<file path="config.mk">
export PLATFORM = sky130hd
export DESIGN_NAME = multiport_register_file
export DESIGN_NICKNAME = d
export VERILOG_FILES = /design/src/rtl/multiport_register_file.sv
export SDC_FILE = /design/constraint.sdc
export NUM_CORES = 1
export LEC_CHECK = 0
export CORE_UTILIZATION = 45
export DETAILED_ROUTE_END_ITERATION = 12
export GPL_TIMING_DRIVEN = 0
export PLACE_DENSITY_LB_ADDON = 0.08
export SLEW_MARGIN = 40
export SYNTH_ARGS = -nofsm -noshare
export SYNTH_HDL_FRONTEND = slang
export SYNTH_SLANG_ARGS = --single-unit
</file>
<file path="constraint.sdc">
create_clock -name clk -period 4.52 [get_ports clk]
set_clock_uncertainty 0.15 [all_clocks]
set_input_delay 0.904 -clock clk [delete_from_list [all_inputs] [get_ports clk]]
set_output_delay 0.904 -clock clk [all_outputs]
set_load 0.02 [all_outputs]
</file>
<file path="src/rtl/multiport_register_file.sv">
// multiport_register_file: parametrised 2R/2W architectural register bank with
// write-to-read bypass, optional hardwired-zero entry, valid flags and clear sweep.
`default_nettype none

// ============================================================================
//  Module   : multiport_register_file
//  Brief    : Two asynchronous read ports, two write ports (port 1 wins on
//             address collision), per-entry written-valid flags and a
//             sequential clear-sweep engine that blocks writes while busy.
//  Revision : 1.0  initial parametrised release
// ============================================================================
module multiport_register_file #(
    parameter int DATA_W   = 16,
    parameter int ADDR_W   = 4,
    parameter int ZERO_REG = 1,
    parameter int BYPASS   = 1
) (
    input  logic              clk,
    input  logic              rst,
    input  logic [ADDR_W-1:0] raddr1,
    input  logic [ADDR_W-1:0] raddr2,
    output logic [DATA_W-1:0] rdata1,
    output logic [DATA_W-1:0] rdata2,
    output logic              rvalid1,
    output logic              rvalid2,
    input  logic [ADDR_W-1:0] waddr0,
    input  logic [DATA_W-1:0] wdata0,
    input  logic              wen0,
    input  logic [ADDR_W-1:0] waddr1,
    input  logic [DATA_W-1:0] wdata1,
    input  logic              wen1,
    input  logic              clr,
    output logic              busy
);

    localparam int              DEPTH      = 2 ** ADDR_W;
    localparam logic [ADDR_W-1:0] c_ptr_last = '1;
    localparam logic            c_zero_on  = (ZERO_REG != 0);
    localparam logic            c_byp_on   = (BYPASS != 0);

    typedef enum logic [0:0] {
        IDLE  = 1'b0,
        SWEEP = 1'b1
    } state_t;

    state_t              state_q, state_d;
    logic [ADDR_W-1:0]   ptr_q, ptr_d;
    logic                busy_q, busy_d;

    logic [DATA_W-1:0]   mem_q [DEPTH];
    logic [DEPTH-1:0]    valid_q;

    logic                w_wen0;
    logic                w_wen1;

    // Effective write enables: dropped during a sweep and for the hardwired zero entry.
    assign w_wen0 = wen0 && !busy_q && !(c_zero_on && (waddr0 == '0));
    assign w_wen1 = wen1 && !busy_q && !(c_zero_on && (waddr1 == '0));

    // ------------------------------------------------------------------------
    // Clear-sweep FSM
    // ------------------------------------------------------------------------
    always_ff @(posedge clk) begin
        if (rst) begin
            state_q <= IDLE;
            ptr_q   <= '0;
            busy_q  <= 1'b0;
        end else begin
            state_q <= state_d;
            ptr_q   <= ptr_d;
            busy_q  <= busy_d;
        end
    end

    always_comb begin
        state_d = state_q;
        ptr_d   = ptr_q;
        busy_d  = busy_q;
        unique case (state_q)
            IDLE: begin
                if (clr) begin
                    state_d = SWEEP;
                    ptr_d   = '0;
                    busy_d  = 1'b1;
                end
            end
            SWEEP: begin
                ptr_d = ptr_q + 1'b1;
                if (ptr_q == c_ptr_last) begin
                    state_d = IDLE;
                    busy_d  = 1'b0;
                end
            end
            default: begin
                state_d = IDLE;
                busy_d  = 1'b0;
            end
        endcase
    end

    // ------------------------------------------------------------------------
    // Storage array and valid flags
    // ------------------------------------------------------------------------
    always_ff @(posedge clk) begin
        if (rst) begin
            for (int i = 0; i < DEPTH; i++) begin
                mem_q[i]   <= '0;
                valid_q[i] <= c_zero_on && (i == 0);
            end
        end else if (state_q == SWEEP) begin
            mem_q[ptr_q]   <= '0;
            valid_q[ptr_q] <= c_zero_on && (ptr_q == '0);
        end else begin
            // Port 1 is applied last so it wins an address collision.
            if (w_wen0) begin
                mem_q[waddr0]   <= wdata0;
                valid_q[waddr0] <= 1'b1;
            end
            if (w_wen1) begin
                mem_q[waddr1]   <= wdata1;
                valid_q[waddr1] <= 1'b1;
            end
        end
    end

    // ------------------------------------------------------------------------
    // Read ports: stored value, optional same-cycle forwarding, zero entry
    // ------------------------------------------------------------------------
    function automatic logic [DATA_W:0] read_port(input logic [ADDR_W-1:0] ra);
        logic [DATA_W-1:0] d;
        logic              v;
        d = mem_q[ra];
        v = valid_q[ra];
        if (c_byp_on) begin
            if (w_wen1 && (waddr1 == ra)) begin
                d = wdata1;
                v = 1'b1;
            end else if (w_wen0 && (waddr0 == ra)) begin
                d = wdata0;
                v = 1'b1;
            end
        end
        if (c_zero_on && (ra == '0)) begin
            d = '0;
            v = 1'b1;
        end
        return {v, d};
    endfunction

    always_comb begin
        {rvalid1, rdata1} = read_port(raddr1);
        {rvalid2, rdata2} = read_port(raddr2);
    end

    assign busy = busy_q;

endmodule

`default_nettype wire

</file>
==> reports/qor_table.md, run 1 <==
| Quantity | This run | Unit |
|---|---|---|
| Run status | finished, violations left | - |
| Initial Util | 45.8 | % |
| Leakage | 7.03 | nW |
| Setup CP Type | in -> out | - |
| Worst vdd ir | 0.255 | mV |
| Clock Sinks | 277 | - |
| Global placement routability congestion | 1.02 | - |
| Die Y-Extent | 201 | um |
| Cell types occupying the most area after synthesis | edfxtp_1 (43%), mux4_2 (9.0%), mux2i_1 (5.8%) | - |
| Max Fanout on Critical Path | 10 | - |
| Die area | 40300 | sq um |
| Fraction of registers with async set or reset after synthesis | 0 | % |
| Worst reg2reg setup slack | 0.31 | ns |
| Total clock buffers created by CTS | 34 | - |
| Area Overhead vs Synth | 18.1 | % |
| Worst max-slew margin expressed relative to the limit | 37.8 | % |
| Violation count after the first detailed-routing iteration | 2923 | - |
| Slew @ Worst Pin | 0.932 | ns |
| Total number of nets in the final design | 1710 | - |
| Largest net degree at the start of global routing | 17 | - |
| Number of optimization iterations in the first detailed-route pass | 8 | - |
| Cell-by-cell listing of the critical path | clkdlybuf4s15_2 > nand2b_1 > buf_1 > clkbuf_2 > o211ai_1 > nand3_1 > o2111a_1 > clkdlybuf4s50_1 | - |
| Residual DRC | 0 | - |
| Std cell rows | 72 | - |
| Average size of a mapped cell | 11.7 | sq um |
| Maximum buffer depth of the clock tree | 3 | - |
| Endpoints failing hold | 0 | - |
| Horizontal die dimension | 201 | um |
| Proportion of synthesized chip area in sequential cells | 45.6 | % |
| Synth cell count leaders | edfxtp_1 (256), o22ai_1 (140), mux2i_1 (103), clkbuf_1 (95), nand2_1 (95) | - |
| Standard cell core area | 38800 | sq um |
| Worst Setup End Kind | primary output | - |
| Finished Cell Area | 21000 | sq um |
| Number of standard cells after synthesis | 1516 | - |
| WP data arrival | 3.51 | ns |
| Post-synthesis cell area | 17800 | sq um |
| Worst Reg2Reg Path Length in Cells | 8 | - |
| Number of flops mapped to enable cells by yosys | 256 | - |
| Clock-pin slew on the worst setup and hold paths | 0.06 | ns |
| Worst endpoint required time | 3.47 | ns |
| Minimum clock period | 4.57 | ns |
| Cell at the root of the clock tree | clkbuf_16 | - |
| Via density per instance | 7.56 | - |
| Synth warnings | 0 | - |
| Synth area leader | edfxtp_1 | - |
| Placed cell areas | 19800 | sq um |
| # IOs | 88 | - |
| TritonCTS clock tree | done | - |
| Yosys top cell area share | 43.2 | % |
| Violated checks | negative setup slack | - |
| Most common cell in the synthesized netlist | edfxtp_1 | - |
| Worst Setup Start Kind | input pin | - |
| Via Count | 16600 | - |
| Power Dens Cells | 334 | nW/um^2 |
| Port-buffer cells | 66 | - |
| Max capacitance violation total | 0 | - |
| RSZ-0062 raised after global routing | true | - |
| Crit path max-delay cell type | clkdlybuf4s50_1 | - |
| Global Route Usage Sum | 43.6 | % |
| Hold Crit Depth | 2 | - |
| HPWL reported at the end of detailed placement | 66.2 | mm |
| Sum of routed wire length over all layers | 88.5 | mm |
| Vias in the first global route | 16000 | - |
| Global route overflow | 0 | - |
| Final setup violating endpoints | 3 | - |
| Clock H-tree levels | 2 | - |
| Antenna violations before repair | 1 | - |
| Final worst setup slack | -0.0452 | ns |
| Slew Viols, Final | 0 | - |
| Core Util, Final | 54.1 | % |
| Synth cell types | 79 | - |
| Worst hold path type | reg -> reg | - |
| Highest achievable clock rate | 0.219 | GHz |
| Source-to-sink clock delay at the later pin of the worst-skew pair | 0.57 | ns |
| Remaining number of nets flagged by the antenna check after routing | 0 | - |
| First-pass GRT wire length | 122 | mm |
| Layout cells sized above 1 | 26.0 | % |
| Post-route worst hold slack | 0.341 | ns |
| Number of fill cells in the layout | 3415 | - |
| Number of flip-flops and latches in the synthesized netlist | 277 | - |
| Period Utilization, post-route | 101 | % |
| Average detailed-routed wire length per instance | 40.3 | um |
| Crit path largest cell delay | 0.61 | ns |
| Primary FF master, synth | edfxtp_1 | - |
## layout make-up
class / count / area (sq um) / share of cell area (%)
inverter: 24 / 90.1 / 0.429
multi-input combinational: 1053 / 9260 / 44.1
sequential: 277 / 8110 / 38.6
tap: 518 / 648 / 3.09
timing repair buffer: 88 / 907 / 4.32
buffer: 175 / 945 / 4.50
clock buffer: 41 / 877 / 4.18
clock inverter: 20 / 169 / 0.804
antenna: 1 / 2.50 / 0.0119
## final timing paths
kind	end	start
max reg2reg	mem_q[15][9]$_DFFE_PP_	state_q$_SDFF_PP0_
max	rdata1[1]	raddr1[2]
min reg2reg	valid_q[8]$_SDFFE_PP0P_	valid_q[8]$_SDFFE_PP0P_
min	valid_q[8]$_SDFFE_PP0P_	valid_q[8]$_SDFFE_PP0P_
## per-stage QoR
| step | setup WS, ns | instances | total power [W] | setup TNS [ns] |
|---|---|---|---|---|
| after global placement | -2.42 | 2115 | 0.00428 | -357.21 |
| after floorplan | 0.300 | 1531 | 0.00372 | 0 |
| after detailed placement | -1.27 | 2135 | 0.00434 | -36.05 |
| after CTS | -0.0338 | 2194 | 0.00693 | -0.0338 |
| final | -0.0452 | 2197 | 0.00702 | -0.132 |
| after global routing | -0.0172 | 2196 | 0.00712 | -0.0172 |
## state kept, by name, summed over array words and instances (netlist names)
| register | count |
|---|---|
| mem_q | 256 |
| valid_q | 15 |
| ptr_q | 4 |
| busy | 1 |
| state_q | 1 |
## cells in the final DEF (no fill, tap or decap), types with 21 or more instances in the layout
cell type,count
mux2_2,65
o21ai_0,51
dlygate4sd2_1,21
inv_1,24
buf_2,45
edfxtp_1,256
mux2i_1,99
nand2_1,92
clkdlybuf4s50_1,34
clkbuf_16,34
nor2_1,39
a32o_1,25
mux4_2,71
buf_4,25
o22ai_1,140
o22ai_2,21
a21oi_1,35
clkbuf_2,32
dfxtp_1,21
a22oi_1,31
clkbuf_1,71
nand4_1,34
nand3_1,73
## timing repair
action,CTS,global route
gates resized for setup,83,36
hold buffers,0,0
buffers inserted,0,2
endpoints found under the setup margin,34,28
pin swaps,2,2
## worst max-delay path: cells and delay by family
kind                   cells  cell delay, ns
buffers and inverters      4            1.80
AND/OR/NAND/NOR            2            0.32
AO/OA/AOI/OAI              2            0.48
## where the power goes
group	internal (W)	switching (W)	total, W
Sequential	0.00291	0.0000681	0.00298
Clock	0.00147	0.00122	0.00268
Combinational	0.000469	0.000888	0.00136
Total	0.00485	0.00217	0.00702
## routing by layer
metal	global-route usage [%]	routed length [um]	part of all wire, %
met1	53.4	30800	35
met2	65.9	38300	43
met3	12.0	11200	13
met4	32.3	8120	9.2
met5	0	69	0.078
## cell families (layout without fill, tap and decap cells)
logic type | after synthesis | count (layout) | synth area share (%)
simple gates | 313 | 313 | 9.33
compound gates | 463 | 463 | 19.7
xor+xnor | 16 | 16 | 0.788
flops | 277 | 277 | 45.6
other cells | 1 | 17 | 0.0211
buf+inv | 201 | 348 | 5.18
fa+ha+maj | 4 | 4 | 0.281
mux | 241 | 241 | 19.1
Note: power is estimated with default switching activity, not from simulation.
==> inputs of run 2 (changes only) <==
--- a/config.mk
+++ b/config.mk
@@ -5,6 +5,8 @@
 export SDC_FILE = /design/constraint.sdc
 export NUM_CORES = 1
 export LEC_CHECK = 0
+export CELL_PAD_IN_SITES_DETAIL_PLACEMENT = 0
+export CELL_PAD_IN_SITES_GLOBAL_PLACEMENT = 1
 export CORE_UTILIZATION = 45
 export DETAILED_ROUTE_END_ITERATION = 12
 export GPL_TIMING_DRIVEN = 0
==> run 2 against run 1 <==
The run still ends with negative setup slack left. Die area did not move. Sequential share of layout area fell by 0.29 points. Cell count did not move. Critical path type unchanged. Critical endpoint unchanged.
==> reports/qor_table.md, run 2 (synthesis results as in run 1) <==
| Quantity | This run | Unit |
|---|---|---|
| Worst endpoint required time | 3.47 | ns |
| Crit path largest cell delay | 0.55 | ns |
| Leakage | 7.14 | nW |
| Worst vdd ir | 0.239 | mV |
| Violated checks | negative setup slack | - |
| Residual DRC | 0 | - |
| Standard cell core area | 38800 | sq um |
| Launching point of the worst reg2reg path | state_q$_SDFF_PP0_ | - |
| Initial Util | 45.8 | % |
| Die Y-Extent | 201 | um |
| Horizontal die dimension | 201 | um |
| Largest net degree at the start of global routing | 16 | - |
| Remaining number of nets flagged by the antenna check after routing | 0 | - |
| Buffers and inverters on the worst path | 3 | - |
| Crit path max-delay cell type | clkdlybuf4s50_1 | - |
| Worst max-slew margin expressed relative to the limit | 34.9 | % |
| Number of fill cells in the layout | 3434 | - |
| Max Fanout on Critical Path | 10 | - |
| Power, Total | 0.00730 | W |
| Total clock buffers created by CTS | 35 | - |
| Worst Setup Start Kind | input pin | - |
| Commonest non-fill, non-tap cells in the layout | edfxtp_1 (256), o22ai_1 (140), mux2i_1 (98) | - |
| Cell at the root of the clock tree | clkbuf_16 | - |
| # IOs | 88 | - |
| Global Route Usage Sum | 43.0 | % |
| Worst Setup End Kind | primary output | - |
| Hold Crit Depth | 2 | - |
| Sequential cell area | 8110 | sq um |
| Max capacitance violation total | 0 | - |
| Number of optimization iterations in the first detailed-route pass | 6 | - |
| Die area | 40300 | sq um |
| Global placement routability congestion | 1.02 | - |
| Hold path startpoint | valid_q[8]$_SDFFE_PP0P_ | - |
| Top register by number of flip-flops | mem_q | - |
| Area Overhead vs Synth | 19.0 | % |
| Min-Delay Endpoint | valid_q[8]$_SDFFE_PP0P_ | - |
| Delay-heaviest family, CP | buffers and inverters | - |
| Total number of nets in the final design | 1711 | - |
| Run status | finished, violations left | - |
| Most common cell after layout, fill and taps aside | edfxtp_1 | - |
| Source-to-sink clock delay at the later pin of the worst-skew pair | 0.54 | ns |
| Antenna violations before repair | 0 | - |
| Setup CP Type | in -> out | - |
| Average detailed-routed wire length per instance | 40.0 | um |
| Port-buffer cells | 66 | - |
| HPWL reported at the end of detailed placement | 66.0 | mm |
| Global route overflow | 0 | - |
| Power Dens Cells | 345 | nW/um^2 |
| Total instance count after detailed placement | 2134 | - |
| Period Utilization, post-route | 102 | % |
| Highest achievable clock rate | 0.218 | GHz |
| Worst reg2reg setup slack | 0.28 | ns |
| Endpoints failing hold | 0 | - |
| Cell-by-cell listing of the critical path | clkdlybuf4s15_2 > and2_1 > clkbuf_2 > a22oi_1 > o211ai_1 > nand3_1 > o2111a_1 > clkdlybuf4s50_1 | - |
| Minimum clock period | 4.59 | ns |
| Sum of routed wire length over all layers | 87.8 | mm |
| Regs by FF count | mem_q x256, valid_q x15, ptr_q x4 | - |
| Clock Sinks | 277 | - |
| Final worst setup slack | -0.0717 | ns |
| Worst hold path type | reg -> reg | - |
| TritonCTS clock tree | done | - |
| RSZ-0062 raised after global routing | false | - |
| Via Count | 16500 | - |
| Clock-pin slew on the worst setup and hold paths | 0.06 | ns |
| Clock H-tree levels | 2 | - |
| First-pass GRT wire length | 120 | mm |
| Antenna diode instance count | 0 | - |
| Final setup violating endpoints | 2 | - |
| Maximum buffer depth of the clock tree | 3 | - |
| Worst Reg2Reg Path Length in Cells | 8 | - |
| Layout cells sized above 1 | 25.7 | % |
| Area of the multi-input gates | 9280 | sq um |
| Violation count after the first detailed-routing iteration | 2924 | - |
| Max reg flops | 256 | - |
| Via density per instance | 7.52 | - |
| Slew Viols, Final | 0 | - |
| R2r endpoint | mem_q[11][10]$_DFFE_PP_ | - |
| Std cell rows | 72 | - |
| Post-route insts no fill | 2197 | - |
| Slew @ Worst Pin | 0.968 | ns |
| WP data arrival | 3.54 | ns |
| Vias in the first global route | 16100 | - |
==> run 2: metal layers <==
layer	global-route usage (%)	wire (um)	vias to the layer above
li1	-	-	6491
met3	9.33	11300	353
met1	54.1	30700	8101
met4	31.4	7390	0
met2	65.6	38400	1570
met5	0	0	-
==> run 2: worst max path at each step <==
stage / startpoint / end / slack [ns] / cells past startpoint
final: raddr1[2] / rdata1[1] / -0.07 / 8
after global routing: raddr1[2] / rdata1[0] / 0.003 / 9
after CTS: waddr0[3] / rdata1[14] / 0.006 / 9
after detailed placement: raddr1[2] / rdata1[5] / -1.31 / 9
after global placement: wen0 / mem_q[15][10]$_DFFE_PP_ / -2.17 / 8
after floorplan: waddr1[2] / rdata2[0] / 0.30 / 7
==> run 2: worst register-to-register path: cells and delay by family (launching register included) <==
family | cells | cell delay [ns]
AO/OA/AOI/OAI | 1 | 0.55
AND/OR/NAND/NOR | 4 | 1.95
flip-flops | 1 | 0.32
buffers and inverters | 3 | 0.96
==> run 2: final cells by class <==
class                   instances  area share [%]
plain buffers                 174            4.44
clock buffers                  43            4.43
clock inverters                19            1.13
inverters                      24           0.426
multi-input cells            1053            43.8
flip-flops and latches        277            38.3
well taps                     518            3.06
repair buffers                 89            4.38
==> run 2: through the flow <==
step	hold WS [ns]	instance area [sq um]	setup TNS (ns)	setup slack, ns	utilization [%]
CTS	0.347	21100	0	0.00553	54.3
detailed placement	0.340	19800	-37.40	-1.31	50.9
global placement	0.329	19200	-346.10	-2.17	49.3
finish	0.349	21200	-0.0895	-0.0717	54.5
global route	0.379	21200	0	0.00280	54.5
floorplan	0.298	17800	0	0.300	-
==> run 2: what timing repair did <==
action,in CTS,in global routing
endpoints found under the setup margin,34,16
hold buffers,0,0
hold endpoints to repair,0,0
buffers inserted,2,2
gates cloned,0,0
resized for setup,95,21
pin swaps,1,2
==> run 2: report_power, final <==
group	internal, W	total [W]	leakage, nW	switching (W)
clock network	0.00177	0.00296	0.579	0.00119
registers	0.00291	0.00298	2.82	0.0000690
logic	0.000474	0.00136	3.74	0.000887
total	0.00515	0.00730	7.14	0.00215
